[config.mk]
export PLATFORM = sky130hd
export DESIGN_NAME = muldiv_sequencer
export DESIGN_NICKNAME = d
export VERILOG_FILES = /design/src/rtl/muldiv_sequencer.sv
export SDC_FILE = /design/constraint.sdc
export NUM_CORES = 1
export LEC_CHECK = 0
export CORE_ASPECT_RATIO = 1.75
export CORE_MARGIN = 1.5
export CORE_UTILIZATION = 50
export CTS_CLUSTER_SIZE = 10
export DETAILED_ROUTE_END_ITERATION = 7
export DONT_BUFFER_PORTS = 1
export PLACE_DENSITY = 0.68
export SLEW_MARGIN = 20
export SYNTH_ARGS = -nofsm -noshare
export SYNTH_HDL_FRONTEND = slang
export SYNTH_SLANG_ARGS = --single-unit
[constraint.sdc]
create_clock -name clock -period 8.3 [get_ports clock]
set_clock_uncertainty 0.2 [all_clocks]
set_input_delay 1.66 -clock clock [delete_from_list [all_inputs] [get_ports clock]]
set_output_delay 1.66 -clock clock [all_outputs]
set_load 0.005 [all_outputs]
[src/rtl/muldiv_sequencer.sv]
// Signed MULT/DIV sequencer for the MIPS core.
// Iterative shift-add multiply and restoring divide, HI/LO held here.
module muldiv_sequencer #(
    parameter int DATA_W = 32,
    parameter int CNT_W  = 6
) (
    input  logic              clock,
    input  logic              RESET_in,
    input  logic              start_mult,
    input  logic              start_div,
    input  logic [DATA_W-1:0] A,
    input  logic [DATA_W-1:0] B,
    output logic              busy,
    output logic              done,
    output logic              div0,
    output logic [DATA_W-1:0] HI,
    output logic [DATA_W-1:0] LO
);

    typedef enum logic [2:0] {
        S_IDLE,
        S_MULT,
        S_DIV,
        S_FIX,
        S_DONE,
        S_DZ
    } state_t;

    localparam logic [CNT_W-1:0] LAST = CNT_W'(DATA_W - 1);

    state_t              state_q;
    logic [CNT_W-1:0]    cnt_q;
    // upper half: partial product / remainder
    // lower half: multiplier / quotient
    logic [2*DATA_W-1:0] acc_q;
    // multiplicand or divisor magnitude
    logic [DATA_W-1:0]   opnd_q;
    logic                is_div_q;
    logic                neg_lo_q;
    logic                neg_hi_q;
    logic                busy_q;
    logic                done_q;
    logic                div0_q;
    logic [DATA_W-1:0]   hi_q;
    logic [DATA_W-1:0]   lo_q;

    logic [DATA_W-1:0]   abs_a;
    logic [DATA_W-1:0]   abs_b;
    logic [DATA_W:0]     mul_sum;
    logic [2*DATA_W-1:0] mul_d;
    logic [DATA_W:0]     rem_sh;
    logic                rem_ge;
    logic [DATA_W-1:0]   rem_sub;
    logic [2*DATA_W-1:0] div_d;
    logic [2*DATA_W-1:0] prod_fix;
    logic [DATA_W-1:0]   quo_fix;
    logic [DATA_W-1:0]   rem_fix;

    // Operand magnitudes, one iteration step of each op, and sign fix-up.
    always_comb begin
        abs_a = A[DATA_W-1] ? -A : A;
        abs_b = B[DATA_W-1] ? -B : B;

        mul_sum = {1'b0, acc_q[2*DATA_W-1:DATA_W]}
                + (acc_q[0] ? {1'b0, opnd_q} : '0);
        mul_d   = {mul_sum, acc_q[DATA_W-1:1]};

        // The subtract result always fits DATA_W bits when it is kept.
        rem_sh  = {acc_q[2*DATA_W-1:DATA_W], acc_q[DATA_W-1]};
        rem_ge  = rem_sh >= {1'b0, opnd_q};
        rem_sub = rem_sh[DATA_W-1:0] - opnd_q;
        if (rem_ge) begin
            div_d = {rem_sub, acc_q[DATA_W-2:0], 1'b1};
        end else begin
            div_d = {rem_sh[DATA_W-1:0], acc_q[DATA_W-2:0], 1'b0};
        end

        prod_fix = neg_lo_q ? -acc_q : acc_q;
        quo_fix  = neg_lo_q ? -acc_q[DATA_W-1:0] : acc_q[DATA_W-1:0];
        rem_fix  = neg_hi_q ? -acc_q[2*DATA_W-1:DATA_W]
                            : acc_q[2*DATA_W-1:DATA_W];
    end

    // Control FSM with datapath registers and registered status outputs.
    always_ff @(posedge clock or posedge RESET_in) begin
        if (RESET_in) begin
            state_q  <= S_IDLE;
            cnt_q    <= '0;
            acc_q    <= '0;
            opnd_q   <= '0;
            is_div_q <= 1'b0;
            neg_lo_q <= 1'b0;
            neg_hi_q <= 1'b0;
            busy_q   <= 1'b0;
            done_q   <= 1'b0;
            div0_q   <= 1'b0;
            hi_q     <= '0;
            lo_q     <= '0;
        end else begin
            done_q <= 1'b0;
            div0_q <= 1'b0;
            case (state_q)
                S_IDLE: begin
                    if (start_mult) begin
                        state_q  <= S_MULT;
                        cnt_q    <= '0;
                        acc_q    <= {{DATA_W{1'b0}}, abs_b};
                        opnd_q   <= abs_a;
                        is_div_q <= 1'b0;
                        neg_lo_q <= A[DATA_W-1] ^ B[DATA_W-1];
                        neg_hi_q <= A[DATA_W-1] ^ B[DATA_W-1];
                        busy_q   <= 1'b1;
                    end else if (start_div) begin
                        if (B != '0) begin
                            state_q  <= S_DIV;
                            cnt_q    <= '0;
                            acc_q    <= {{DATA_W{1'b0}}, abs_a};
                            opnd_q   <= abs_b;
                            is_div_q <= 1'b1;
                            neg_lo_q <= A[DATA_W-1] ^ B[DATA_W-1];
                            neg_hi_q <= A[DATA_W-1];
                            busy_q   <= 1'b1;
                        end else begin
                            state_q <= S_DZ;
                        end
                    end
                end
                S_MULT: begin
                    acc_q <= mul_d;
                    cnt_q <= cnt_q + CNT_W'(1);
                    if (cnt_q == LAST) begin
                        state_q <= S_FIX;
                    end
                end
                S_DIV: begin
                    acc_q <= div_d;
                    cnt_q <= cnt_q + CNT_W'(1);
                    if (cnt_q == LAST) begin
                        state_q <= S_FIX;
                    end
                end
                S_FIX: begin
                    if (is_div_q) begin
                        hi_q <= rem_fix;
                        lo_q <= quo_fix;
                    end else begin
                        hi_q <= prod_fix[2*DATA_W-1:DATA_W];
                        lo_q <= prod_fix[DATA_W-1:0];
                    end
                    cnt_q   <= '0;
                    state_q <= S_DONE;
                    done_q  <= 1'b1;
                    busy_q  <= 1'b0;
                end
                S_DONE: begin
                    state_q <= S_IDLE;
                end
                // div0 is raised on the way out of DZ, HI/LO untouched
                S_DZ: begin
                    state_q <= S_IDLE;
                    div0_q  <= 1'b1;
                end
                default: begin
                    state_q <= S_IDLE;
                    busy_q  <= 1'b0;
                end
            endcase
        end
    end

    assign busy = busy_q;
    assign done = done_q;
    assign div0 = div0_q;
    assign HI   = hi_q;
    assign LO   = lo_q;

endmodule

==> results of run 1 <==
==> cell families (layout without fill, tap and decap cells) <==
family                   Yosys count  count (layout)
adder cells (fa/ha/maj)           71              71
buffers and inverters            185             115
AO/OA/AOI/OAI                    603             603
flip-flops                       175             175
XOR/XNOR                         176             176
AND/OR/NAND/NOR                  555             555
multiplexers                      40              40
==> cells in the mapped netlist (33+ instances only) <==
library cell	n	area, um^2
sky130_fd_sc_hd__ha_1	69	863
sky130_fd_sc_hd__dfrtp_1	175	4380
sky130_fd_sc_hd__inv_1	70	263
sky130_fd_sc_hd__nor2_1	130	488
sky130_fd_sc_hd__clkbuf_1	91	342
sky130_fd_sc_hd__xor2_1	87	762
sky130_fd_sc_hd__nand2_1	245	920
sky130_fd_sc_hd__o21ai_0	232	1160
sky130_fd_sc_hd__o31ai_1	33	248
sky130_fd_sc_hd__xnor2_1	89	780
sky130_fd_sc_hd__mux2i_1	36	360
sky130_fd_sc_hd__a21oi_1	101	505
==> power breakdown <==
part | switching [uW] | leakage, uW | internal, uW
Sequential | 633 | 0.00219 | 1250
Combinational | 2700 | 0.00389 | 1740
Clock | 382 | 0.000284 | 428
==> layout make-up <==
class                   count  area (um^2)
fillers                  2844        13400
multi-input cells        1445         9300
flip-flops and latches    175         4380
well taps                 378          473
clock buffers              19          443
inverters                  71          272
clock inverters            12          126
repair buffers             13          118
==> stage by stage <==
step	std cells	setup slack, ps	area [um^2]
final	2113	3600	15100
after global routing	2113	3320	15100
after CTS	2112	3640	15100
after detailed placement	2081	3150	14500
after global placement	2081	3220	14500
after floorplan	1805	1690	14400
==> routing by layer <==
layer	vias up	share of wire
met5	-	0
li1	6368	-
met3	124	0.041
met2	421	0.53
met4	0	0.077
met1	6367	0.35
==> registers in the layout, summed over array words and instances (netlist names) <==
name and flops:
HI 32, div0 1, busy 1, neg_lo_q 1, neg_hi_q 1, LO 32
opnd_q 32, cnt_q 6, done 1, acc_q 64, is_div_q 1, state_q 3
==> worst max-delay path by stage <==
stage,startpoint,end,slack [ps]
final,B[1],acc_q[15],3600
after CTS,B[0],acc_q[15],3640
after global placement,B[0],acc_q[15],3220
after detailed placement,B[1],acc_q[15],3150
after floorplan,RESET_in,HI[0],1690
after global routing,acc_q[0],acc_q[58],3320
==> results, run 1 <==
- The flow ran to the end, and the final reports show no timing, DRC or antenna violations.
- The flop and latch count out of synthesis is 175.
- The count of antenna-violating nets left after detailed routing is 0.
- The net count after synthesis is 1944.
- The clock input transition at the sequential cells of the worst setup and hold paths is 70 ps.
- In this run the tool buffered the top-level ports with 0 buffer cells.
- The post-synthesis area per instance is 7.99 um^2.
- In the global route stage, met2 resource usage came out at 0.610.
- Setup repair after global routing left no endpoint under its margin.
- The routed length per instance is 23.0 um.
- The final setup TNS is 0 ps.
- The number of setup buffers added after CTS is 0.
- The number of buffers between clock root and the deepest sink is 2.
- On the worst path, the slowest cell contributes a delay of 720 ps.
- The maximum ir drop on the vdd rail is 0.202 mV.
- After synthesis, the netlist uses 83 different library cells.
- Counting every instance in the synthesized netlist gives 1805.
- The worst setup path is captured at a flip-flop.
- Relative to the synthesized area, the layout overhead comes to 4.80%.
- The final max-slew violation count is 0.
- The path with the worst hold slack has its endpoint at opnd_q[14].
- After detailed routing, the number of remaining DRC violations is 0.
- The measured slew at the worst slew-check pin is 1050 ps.
- The quantity of hold-fixing buffers added after cts is 0.
- For this design the static power due to leakage is 0.00636 uW.
- Of the total synthesized cell area, the portion taken by AND, OR, NAND and NOR gates is 0.181.
- The initial antenna violation count is 0.
- The tool flagged a number of max-cap violations equal to 0.
- The worst reg2reg path endpoint is acc_q[61].
- The class of the tightest hold or removal check is flip-flop to flip-flop.
- The first detailed-routing pass ran for 6 iterations.
- Of the available clock period, the critical path in the final layout requires 0.567.
- The share of final-layout standard cells stronger than drive strength 1 is 0.0403.
- The clock root buffer master is sky130_fd_sc_hd__clkbuf_16.
- The critical hold path startpoint is opnd_q[14].
- The total power of the final layout is 7130 uW.
- For this design the top-level I/O count stands at 135.
- Summed over all layers, the routed wires come to 48.5 mm.
- The die width is 131 um.
- Summing every instance area after synthesis gives 0.0144 mm^2.
- The first global-routing pass estimated 73.4 mm of wire.
- For this run the aggregate overflow at the end of global routing stands at 0.
- For this block, the via count after detailed routing is 13280.
- The vertical die dimension is 228 um.
- The initial utilization of the core area, before any placement, comes to 0.506.
- The site row count is 82.
- In this run, synthesis inferred 0 flip-flops with an integrated enable.
- The number of gates resized after CTS is 0.
- Once layout is complete, the utilization of the core stands at 0.530.
- Headroom to the max-slew limit came out at 0.297.
- The total number of cells along the worst setup path is 9.
- The die area is 0.0299 mm^2.
- The H-tree generated during clock tree synthesis spans 4 levels.
- After global routing, the most crowded layer is met2.
- Once detailed placement completed, the half-perimeter wirelength came to 37.4 mm.
- In the synthesized netlist the async set-or-reset flop fraction comes to 1.00.
- The violation count after the first detailed-route iteration is 1037.
- The clock tree from TritonCTS is built.
- The final hold slack is 291 ps.
- The launching element type of the critical path is an input port.
- The number of antenna diodes in the final layout is 0.
- The met3 usage in global routing is 0.0404.
- The via count normalized by instance count is 6.28.
- The number of clock sinks is 175.
- In the global route stage, overall resource usage came out at 0.323.
- The via count of the first global-routing pass came to 12978.
- The top cell types in the final layout, fill and taps aside, are sky130_fd_sc_hd__nand2_1 (245), sky130_fd_sc_hd__o21ai_0 (232), sky130_fd_sc_hd__dfrtp_1 (175), sky130_fd_sc_hd__nor2_1 (130), sky130_fd_sc_hd__a21oi_1 (101).
- The final layout contains 1862 nets.
- The cell family contributing the most delay on the critical path is simple AND/OR/NAND/NOR gates.
- The compound-cell area share of the yosys netlist was 0.265.
- The warning count from the yosys run is 0.
- The congestion estimate from routability-driven global placement came to 0.994.
- The cell depth of the worst flop-to-flop path is 11.
- Data on the critical path is required at its endpoint by 8460 ps.
- The ratio of total power to cell area is 472 mW/mm^2.
- The library cell used most frequently in the layout, excluding fill and tap cells, is sky130_fd_sc_hd__nand2_1.
- For met1 alone, demand over resource in global routing was 0.323.
- The share of synthesized area occupied by flip-flops and latches is 0.304.
- The arrival time at the worst endpoint is 4860 ps.
- In this run the register-to-register setup slack is 3650 ps.
- The XOR/XNOR share of the synthesized area is 0.107.
- The critical path class is input port to flip-flop.
- The multiplexer area fraction after synthesis is 0.0281.
- Clock tree synthesis inserted a total of 17 buffers.
- After layout, the minimum clock period comes to 4700 ps.
- At the later pin of the worst-skew pair, clock insertion delay measures 470 ps.
- The dominant combinational cell family by area after synthesis is compound AO/OA/AOI/OAI gates.
- The final count of hold timing violations was 0.
- Setup violations remaining at the end of the flow were counted as 0.
- The startpoint of the lowest-slack register-to-register path is acc_q[0].
- The maximum net fanout on the critical path is 87.
- The timing-limited maximum frequency is 213 MHz.
- The slowest stage of the critical path is the sky130_fd_sc_hd__buf_4 cell.
- Of the total synthesized cell area, the portion taken by full adders, half adders and majority gates is 0.0627.
- The signal on the critical path passes through inv_1, ha_1, or3b_2, nor4_4, nand4_2, o41ai_4, a221o_2, buf_4, mux2_2.
- The region available for standard cell placement spans 0.0285 mm^2.
- The largest net degree at the start of global routing is 130.
- Counting instances, the worst hold path has a depth of 1.
- The number of buffers and inverters on the critical path is 2.
- In the synthesized netlist the dominant register cell turns out to be sky130_fd_sc_hd__dfrtp_1.
Note: power is estimated with default switching activity, not from simulation.
==> inputs of run 2 (changes only) <==
- ABC_AREA: default -> 1
- clock period: 8.3 -> 4.7 ns (I/O delays scaled with it)
==> run 2 against run 1 <==
Compared with the run above:
- sequential power grew 75%
- worst hold slack improved by 13 ps
- highest routed layer unchanged
- total power rose by 110%
- clock power rose by 90%
- critical path type unchanged
- via count up 56%
- cell count grew 72%
==> results, run 2 <==
- The run finished with clean final reports.
- The clock power share was 0.103 (-0.011).
- The register share of total power is 0.221 (-0.044).
- Sorting the synthesized cells by area gives the leading types as sky130_fd_sc_hd__dfrtp_1 (24%), sky130_fd_sc_hd__nand2_1 (24%), sky130_fd_sc_hd__nand3_1 (10%).
- The count of antenna-violating nets left after detailed routing came to 0 (unchanged).
- The flop and latch count out of synthesis is 175 (unchanged).
- The worst slew margin relative to its limit was 0.325 (+0.0286).
- The number of violations of the max-capacitance limit is 0 (unchanged).
- The worst setup path is launched from an input port.
- CTS placed an instance of sky130_fd_sc_hd__clkbuf_16 at the clock tree root.
- The design internal power was 6100 uW (+78%).
- The XOR/XNOR share of the synthesized area came to 0.0371 (-0.0698).
- The synthesized netlist cell count was 3223 (+79%).
- The number of nets in the layout came to 3297 (+77%).
- The non-filler instance count after layout is 3641 (+72%).
- The total clock buffers created by CTS is 17 (unchanged).
- More flip-flops sit in one register than any other, and that register is acc_q.
- The clock input transition at the sequential cells of the worst setup and hold paths was 80 ps (about the same).
- The violation count after the first detailed-route iteration came to 1905 (+84%).
- The depth of the worst hold-timing path is 2 (+1).
- The required time at the worst-slack endpoint is 4870 ps (-3590 ps).
- The ratio of total power to cell area is 773 mW/mm^2 (+64%).
- The worst hold path terminates at HI[4].
- Subtracting the final worst setup slack from the clock period gives 3340 ps.
- The number of unique standard cell types used by synthesis is 50 (-40%).
- The final number of setup-violating endpoints is 0 (unchanged).
- The placeable core region came to 0.0361 mm^2 (+27%).
- The H-tree level count came to 4 (unchanged).
- The most frequently used cell type in the post-synthesis netlist is sky130_fd_sc_hd__nand2_1.
- The layout overhead on the synthesized area is 4.81% (about the same).
- The fraction of power consumed by combinational cells is 0.676 (+0.054).
- The startpoint of the lowest-slack register-to-register path is acc_q[0].
- The switching part of the total power was 0.591 (+0.0711).
- Setup repair after global routing left no endpoint under its margin.
- The routed length per instance is 20.4 um (-11%).
- The number of cells in the design after placement is 3609 (+73%).
- The initial core utilization was 0.510 (+0.00423).
- The library cell with the largest summed area after synthesis is sky130_fd_sc_hd__dfrtp_1.
- The compound-cell area share of the yosys netlist is 0.0998 (-0.166).
- The element type at the critical path end is a flip-flop.
- The number of flops mapped to enable cells by yosys is 0 (unchanged).
- The DRC violations left is 0 (unchanged).
- The share of final-layout standard cells stronger than drive strength 1 is 0.0319 (-0.00849).
- The number of clock sinks is 175 (unchanged).
- The I/O pin count was 135 (unchanged).
- The number of flip-flops under the largest register name is 64 (unchanged).
- Sorting the synthesized cells by how often they occur yields sky130_fd_sc_hd__nand2_1 (1163), sky130_fd_sc_hd__inv_1 (417), sky130_fd_sc_hd__nor2_1 (381), sky130_fd_sc_hd__nand3_1 (371), sky130_fd_sc_hd__dfrtp_1 (175).
- The die area is 0.0381 mm^2 (+27%).
- The share of synthesized area occupied by flip-flops and latches is 0.238 (-0.0660).
- The number of gates resized after CTS is 0 (unchanged).
- The post-DP HPWL is 59.4 mm (+59%).
- The number of buffers between clock root and the deepest sink came to 2 (unchanged).
- The total congestion overflow after global routing came to 0 (unchanged).
- The routed wire length is 74.1 mm (+53%).
- The number of optimization iterations in the first detailed-route pass is 6 (unchanged).
- The leakage power summed over all cells is 0.0103 uW (+62%).
- The initial antenna violation count is 0 (unchanged).
- The final max-slew violation count is 0 (unchanged).
- The maximum ir drop on the vdd rail was 0.829 mV (+310%).
- Leaving out fill and tap cells, the most frequent cells in the layout are sky130_fd_sc_hd__nand2_1 (1163), sky130_fd_sc_hd__inv_1 (415), sky130_fd_sc_hd__nor2_1 (379), sky130_fd_sc_hd__nand3_1 (371), sky130_fd_sc_hd__dfrtp_1 (175).
- The most common cell after layout, fill and taps aside is sky130_fd_sc_hd__nand2_1.
- The via count of the first global-routing pass is 19874 (+53%).
- The largest net degree at the start of global routing is 176 (+35%).
- The measured slew at the worst slew-check pin is 1010 ps (-36.5 ps).
- The arrival time at the worst endpoint is 3510 ps (-1350 ps).
- The cell depth of the worst flop-to-flop path came to 18 (+7).
- The number of post-CTS setup repair buffers was 0 (unchanged).
- Timing would allow up to 299 MHz.
- The die width was 148 um (+13%).
- The final count of hold timing violations is 0 (unchanged).
- The final setup TNS is 0 ps (unchanged).
- The insertion delay to the later sink of the worst-skew pair is 460 ps (about the same).
- The part of the cycle the worst path needs is 0.711.
- The post-synthesis area per instance came to 5.72 um^2 (-28%).
- The final weighted congestion in routability-driven placement was 1.04 (+4.2%).
- The warning count from the yosys run was 0 (unchanged).
- The quantity of hold-fixing buffers added after cts is 0 (unchanged).
- The maximum net fanout on the critical path is 69 (-21%).
- In this run the most critical hold path is launched from HI[4].
- The internal reg-to-reg setup slack came to 1370 ps (-2280 ps).
- The top cell type's share of synthesized area is 0.238 (-0.0660).
- The switching power came to 8820 uW (+140%).
- The dominant combinational cell family by area after synthesis is simple AND/OR/NAND/NOR gates.
- The first-pass GRT wire length is 112 mm (+53%).
- The async set-or-reset flop fraction in the synthesized netlist is 1.00 (unchanged).
- The antenna cell count is 0 (unchanged).
- The final hold slack is 304 ps (+12.9 ps).
- The multiplexer area fraction after synthesis is 0 (-0.0281).
- The number of buffers inserted by port buffering is 0 (unchanged).
- TritonCTS built the clock tree.
- The vertical die dimension was 257 um (+13%).
- The total number of vias is 20767 (+56%).
- The total power of the final layout is 14900 uW (+110%).
- The worst reg2reg path endpoint is acc_q[53].
- The synthesized area is 0.0184 mm^2 (+28%).
- The site row count is 92 (+12%).
- The area share of and/or/nand/nor cells after synthesis was 0.463 (+0.282).
- The min-delay analysis places its worst path in the category flip-flop to flip-flop.
- The global-route usage over all layers is 0.388 (+0.0657).
- The most used flip-flop cell after synthesis is sky130_fd_sc_hd__dfrtp_1.
- The share of synthesized cell area in full adder, half adder and majority cells was 0.0490 (-0.0136).
- The net count after synthesis is 3362 (+73%).
- The critical path in this run is classified as input port to flip-flop.
- The via count normalized by instance count was 5.70 (-9.2%).
==> run 2: kinds of logic after synthesis <==
kind of cell,count (synthesis)
flip-flops,175
AND/OR/NAND/NOR,2038
AO/OA/AOI/OAI,332
adder cells (fa/ha/maj),71
XOR/XNOR,78
buffers and inverters,529
==> run 2: worst max path at each step <==
stage	startpoint	end	slack, ps
5_1_grt	B[1]	acc_q[4]	1070
3_5_place_dp	B[1]	acc_q[4]	960
4_1_cts	acc_q[0]	acc_q[53]	1420
2_1_floorplan	RESET_in	HI[0]	1320
6_report	B[1]	acc_q[4]	1360
3_3_place_gp	B[0]	acc_q[6]	1040
==> run 2: final cells by class <==
type	instances	area [um^2]
Clock buffer	17	425
Clock inverter	15	214
Fill cell	3888	16800
Inverter	428	1610
Multi-Input combinational cell	2519	12000
Sequential cell	175	4380
Tap cell	470	588
Timing Repair Buffer	17	140
==> run 2: per-layer routing <==
metal  vias to the layer above  global-route usage  part of all wire
met3                       282              0.0473             0.061
li1                      10079                   -                 -
met5                         -                   0                 0
met4                         0               0.351              0.11
met2                       923               0.651              0.47
met1                      9483               0.425              0.36
==> run 2: power by group through the flow <==
stage / clock network [uW] / logic, uW / registers, uW
floorplan: 0 / 7460 / 2750
global placement: 0 / 9740 / 3260
detailed placement: 0 / 9850 / 3280
CTS: 1550 / 9890 / 3250
global route: 1600 / 11200 / 3340
finish: 1540 / 10100 / 3300
==> run 2: critical path: stages <==
cell and delay [ps]:
sky130_fd_sc_hd__inv_1 60, sky130_fd_sc_hd__ha_1 210, sky130_fd_sc_hd__nand3_1 140, sky130_fd_sc_hd__nor2_2 80, sky130_fd_sc_hd__nand2_1 120, sky130_fd_sc_hd__nor2_4 90, sky130_fd_sc_hd__nand3_4 90, sky130_fd_sc_hd__nand4_4 740
sky130_fd_sc_hd__inv_2 730, sky130_fd_sc_hd__o21ai_0 170, sky130_fd_sc_hd__o21ai_1 130
==> run 2: stage by stage <==
step / util / cell area, um^2 / setup slack, ps
after floorplan: - / 18400 / 1320
after global placement: 0.517 / 18700 / 1040
after detailed placement: 0.517 / 18700 / 959
after CTS: 0.534 / 19300 / 1420
after global routing: 0.534 / 19300 / 1070
final: 0.534 / 19300 / 1360
==> inputs of run 3 (changes only) <==
- PLACE_DENSITY: 0.68 -> 0.71
- clock period: 4.7 -> 2.7 ns (I/O delays scaled with it)
==> run 3 against run 2 <==
Compared with the run above:
- largest cell class unchanged
- utilization up 5.0 points
- first-iteration DRC count up 4.3%
- combinational power up 110%
- highest routed layer unchanged
- non-clock buffer count up 160
==> results, run 3 (synthesis results as in run 2) <==
- The count of antenna-violating nets left after detailed routing came to 0 (unchanged).
- The switching power is 16600 uW (+88%).
- The path with the worst hold slack has its endpoint at opnd_q[5].
- Leaving out fill and tap cells, the most frequent cells in the layout are sky130_fd_sc_hd__nand2_1 (1145), sky130_fd_sc_hd__inv_1 (414), sky130_fd_sc_hd__nand3_1 (367), sky130_fd_sc_hd__nor2_1 (363), sky130_fd_sc_hd__dfrtp_1 (175).
- The final count of hold timing violations is 0 (unchanged).
- The maximum net fanout on the critical path is 19 (-72%).
- The maximum ir drop on the vdd rail is 1.20 mV (+44%).
- The leakage power summed over all cells is 0.0112 uW (+8.3%).
- The initial antenna violation count is 1 (+1).
- STA classifies the critical path endpoint as a flip-flop.
- The placeable core region came to 0.0361 mm^2 (unchanged).
- The smallest clock period supported by the final layout is computed as 2680 ps.
- The site row count was 92 (unchanged).
- The ratio of total power to cell area is 1390 mW/mm^2 (+79%).
- The clock root buffer master is sky130_fd_sc_hd__clkbuf_16.
- The critical hold path startpoint is start_mult.
- The internal reg-to-reg setup slack was 20 ps (-1350 ps).
- The final weighted congestion in routability-driven placement is 1.06 (+2.7%).
- The layout overhead on the synthesized area is 14.6%.
- The worst reg2reg path endpoint is acc_q[42].
- The total congestion overflow after global routing is 0 (unchanged).
- The number of buffers inserted by port buffering is 0 (unchanged).
- The DRC violations left is 0 (unchanged).
- The total clock buffers created by CTS is 17 (unchanged).
- The switching part of the total power was 0.567 (-0.0246).
- The routed length per instance is 20.7 um (+1.6%).
- The worst slack after detailed placement came to -99.9 ps (-1060 ps).
- The run finished with clean final reports.
- The number of violations of the max-capacitance limit is 0 (unchanged).
- The global-route usage over all layers came to 0.410 (+0.0215).
- The number of nets in the layout is 3457 (+4.9%).
- The worst register-to-register path begins at acc_q[34].
- The vertical die dimension is 257 um (unchanged).
- The die width is 148 um (unchanged).
- The timing-limited maximum frequency is 373 MHz.
- The I/O pin count is 135 (unchanged).
- The initial core utilization came to 0.510 (unchanged).
- The design internal power came to 12700 uW (+110%).
- The post-DP HPWL is 64.0 mm (+7.8%).
- The library cell used most frequently in the layout, excluding fill and tap cells, is sky130_fd_sc_hd__nand2_1.
- The share of final-layout standard cells stronger than drive strength 1 is 0.102 (+0.0705).
- The insertion delay to the later sink of the worst-skew pair is 470 ps (about the same).
- The final max-slew violation count is 0 (unchanged).
- The fraction of power consumed by combinational cells is 0.734 (+0.058).
- The cell depth of the worst flop-to-flop path is 15 (-3).
- The worst slew margin relative to its limit is 0.568 (+0.242).
- The register bank with the most flops is acc_q.
- Setup repair after global routing could not meet its margin everywhere.
- The part of the cycle the worst path needs is 0.994.
- The number of buffers between clock root and the deepest sink is 2 (unchanged).
- In this run the worst setup path begins at acc_q[34].
- The register share of total power is 0.172 (-0.049).
- The clock tree from TritonCTS is built.
- The final hold slack came to 84.5 ps (-219 ps).
- The final worst slack is 15.9 ps (-1340 ps).
- The routed wire length is 78.6 mm (+6.0%).
- The via count of the first global-routing pass was 21066 (+6.0%).
- The H-tree level count is 4 (unchanged).
- The number of optimization iterations in the first detailed-route pass is 6 (unchanged).
- The clock input transition at the sequential cells of the worst setup and hold paths was 80 ps (about the same).
- The die area is 0.0381 mm^2 (unchanged).
- The via count normalized by instance count is 5.74 (+0.70%).
- The number of flip-flops under the largest register name is 64 (unchanged).
- The launching element type of the critical path is a flip-flop.
- The arrival time at the worst endpoint is 2810 ps (-700 ps).
- The largest net degree at the start of global routing is 89 (-49%).
- The final number of setup-violating endpoints is 0 (unchanged).
- The violation count after the first detailed-route iteration was 1987 (+4.3%).
- The clock power share came to 0.094 (-0.009).
- The depth of the worst hold-timing path is 2 (unchanged).
- The number of clock sinks came to 175 (unchanged).
- The measured slew at the worst slew-check pin is 646 ps (-366 ps).
- In this run the worst hold path is classified as input port to flip-flop.
- The worst setup path is of the flip-flop to flip-flop kind.
- The total number of vias is 21838 (+5.2%).
- The required time at the worst-slack endpoint came to 2830 ps (-2040 ps).
- The first-pass GRT wire length is 118 mm (+5.4%).
[run 3: cell types whose count changed in the layout (fill, tap and decap cells not counted), moves of 7 or more]
cell,before,now
sky130_fd_sc_hd__ha_4,0,20
sky130_fd_sc_hd__nor2_1,379,363
sky130_fd_sc_hd__buf_4,16,164
sky130_fd_sc_hd__nor2_2,11,25
sky130_fd_sc_hd__o21ai_1,21,28
sky130_fd_sc_hd__buf_12,1,12
sky130_fd_sc_hd__nand2_1,1163,1145
sky130_fd_sc_hd__ha_1,69,46
sky130_fd_sc_hd__nand2_2,3,21
sky130_fd_sc_hd__o21ai_0,138,131
sky130_fd_sc_hd__a21oi_1,88,74
sky130_fd_sc_hd__a21oi_2,0,14
[run 3: final cells by class]
type / count / area, um^2
Tap cell: 470 / 588
Inverter: 428 / 1610
Multi-Input combinational cell: 2519 / 12400
Antenna cell: 1 / 2.50
Clock buffer: 17 / 425
Fill cell: 3807 / 15000
Clock inverter: 15 / 210
Sequential cell: 175 / 4380
Timing Repair Buffer: 177 / 1480
[run 3: power by group through the flow]
stage | clock network [uW] | logic, uW | registers (uW)
after floorplan | 0 | 13000 | 4780
after global placement | 0 | 19900 | 5000
after detailed placement | 0 | 20100 | 5050
after CTS | 2730 | 20200 | 5010
after global routing | 2830 | 23300 | 5150
final | 2740 | 21500 | 5040
[run 3: metal layers]
layer	GRT usage	share of wire	wire length (um)	vias to the layer above
met1	0.446	0.35	27900	10016
met2	0.706	0.48	37800	1086
li1	-	-	-	10418
met4	0.343	0.10	7850	0
met5	0	0	0	-
met3	0.0475	0.064	5010	318
[run 3: how the worst max path moves through the flow]
stage                     slack, ps        end  depth (start not counted)
after floorplan                -280      HI[0]                          1
after detailed placement       -100  acc_q[61]                         12
after CTS                   -0.0007  acc_q[53]                         14
final                            20  acc_q[42]                         15
after global placement         -110  acc_q[61]                         12
after global routing            -60  acc_q[61]                         14
[run 3: what timing repair did]
| action | CTS | global route |
|---|---|---|
| hold buffers | 1 | 0 |
| buffers inserted | 0 | 1 |
| gates resized for setup | 5 | 94 |
| hold endpoints to repair | 11 | 0 |
| endpoints found under the setup margin | 5 | 39 |
| pin swaps | 0 | 7 |
| cloned | 0 | 0 |
[run 3: worst max-delay path, stage by stage (launching register included)]
cell,delay (ps)
sky130_fd_sc_hd__dfrtp_1,440
sky130_fd_sc_hd__ha_1,370
sky130_fd_sc_hd__nand2_1,130
sky130_fd_sc_hd__inv_1,70
sky130_fd_sc_hd__nand2_1,80
sky130_fd_sc_hd__nand2_1,50
sky130_fd_sc_hd__nand2_1,70
sky130_fd_sc_hd__nand3_2,80
sky130_fd_sc_hd__nand2_1,110
sky130_fd_sc_hd__nand2_1,130
sky130_fd_sc_hd__nand2_4,140
sky130_fd_sc_hd__buf_12,170
sky130_fd_sc_hd__buf_4,150
sky130_fd_sc_hd__nand3_1,130
sky130_fd_sc_hd__nand3_1,120
sky130_fd_sc_hd__nand3_1,110
[run 3: through the flow]
step | TNS (ps) | instances | area (um^2) | power (uW) | utilization
floorplan | -48760 | 3223 | 18400 | 17800 | -
global placement | -185 | 3767 | 20000 | 24900 | 0.553
detailed placement | -269 | 3767 | 20000 | 25100 | 0.553
CTS | 0 | 3800 | 20600 | 28000 | 0.571
global route | -238 | 3801 | 21100 | 31300 | 0.584
finish | 0 | 3802 | 21100 | 29300 | 0.584
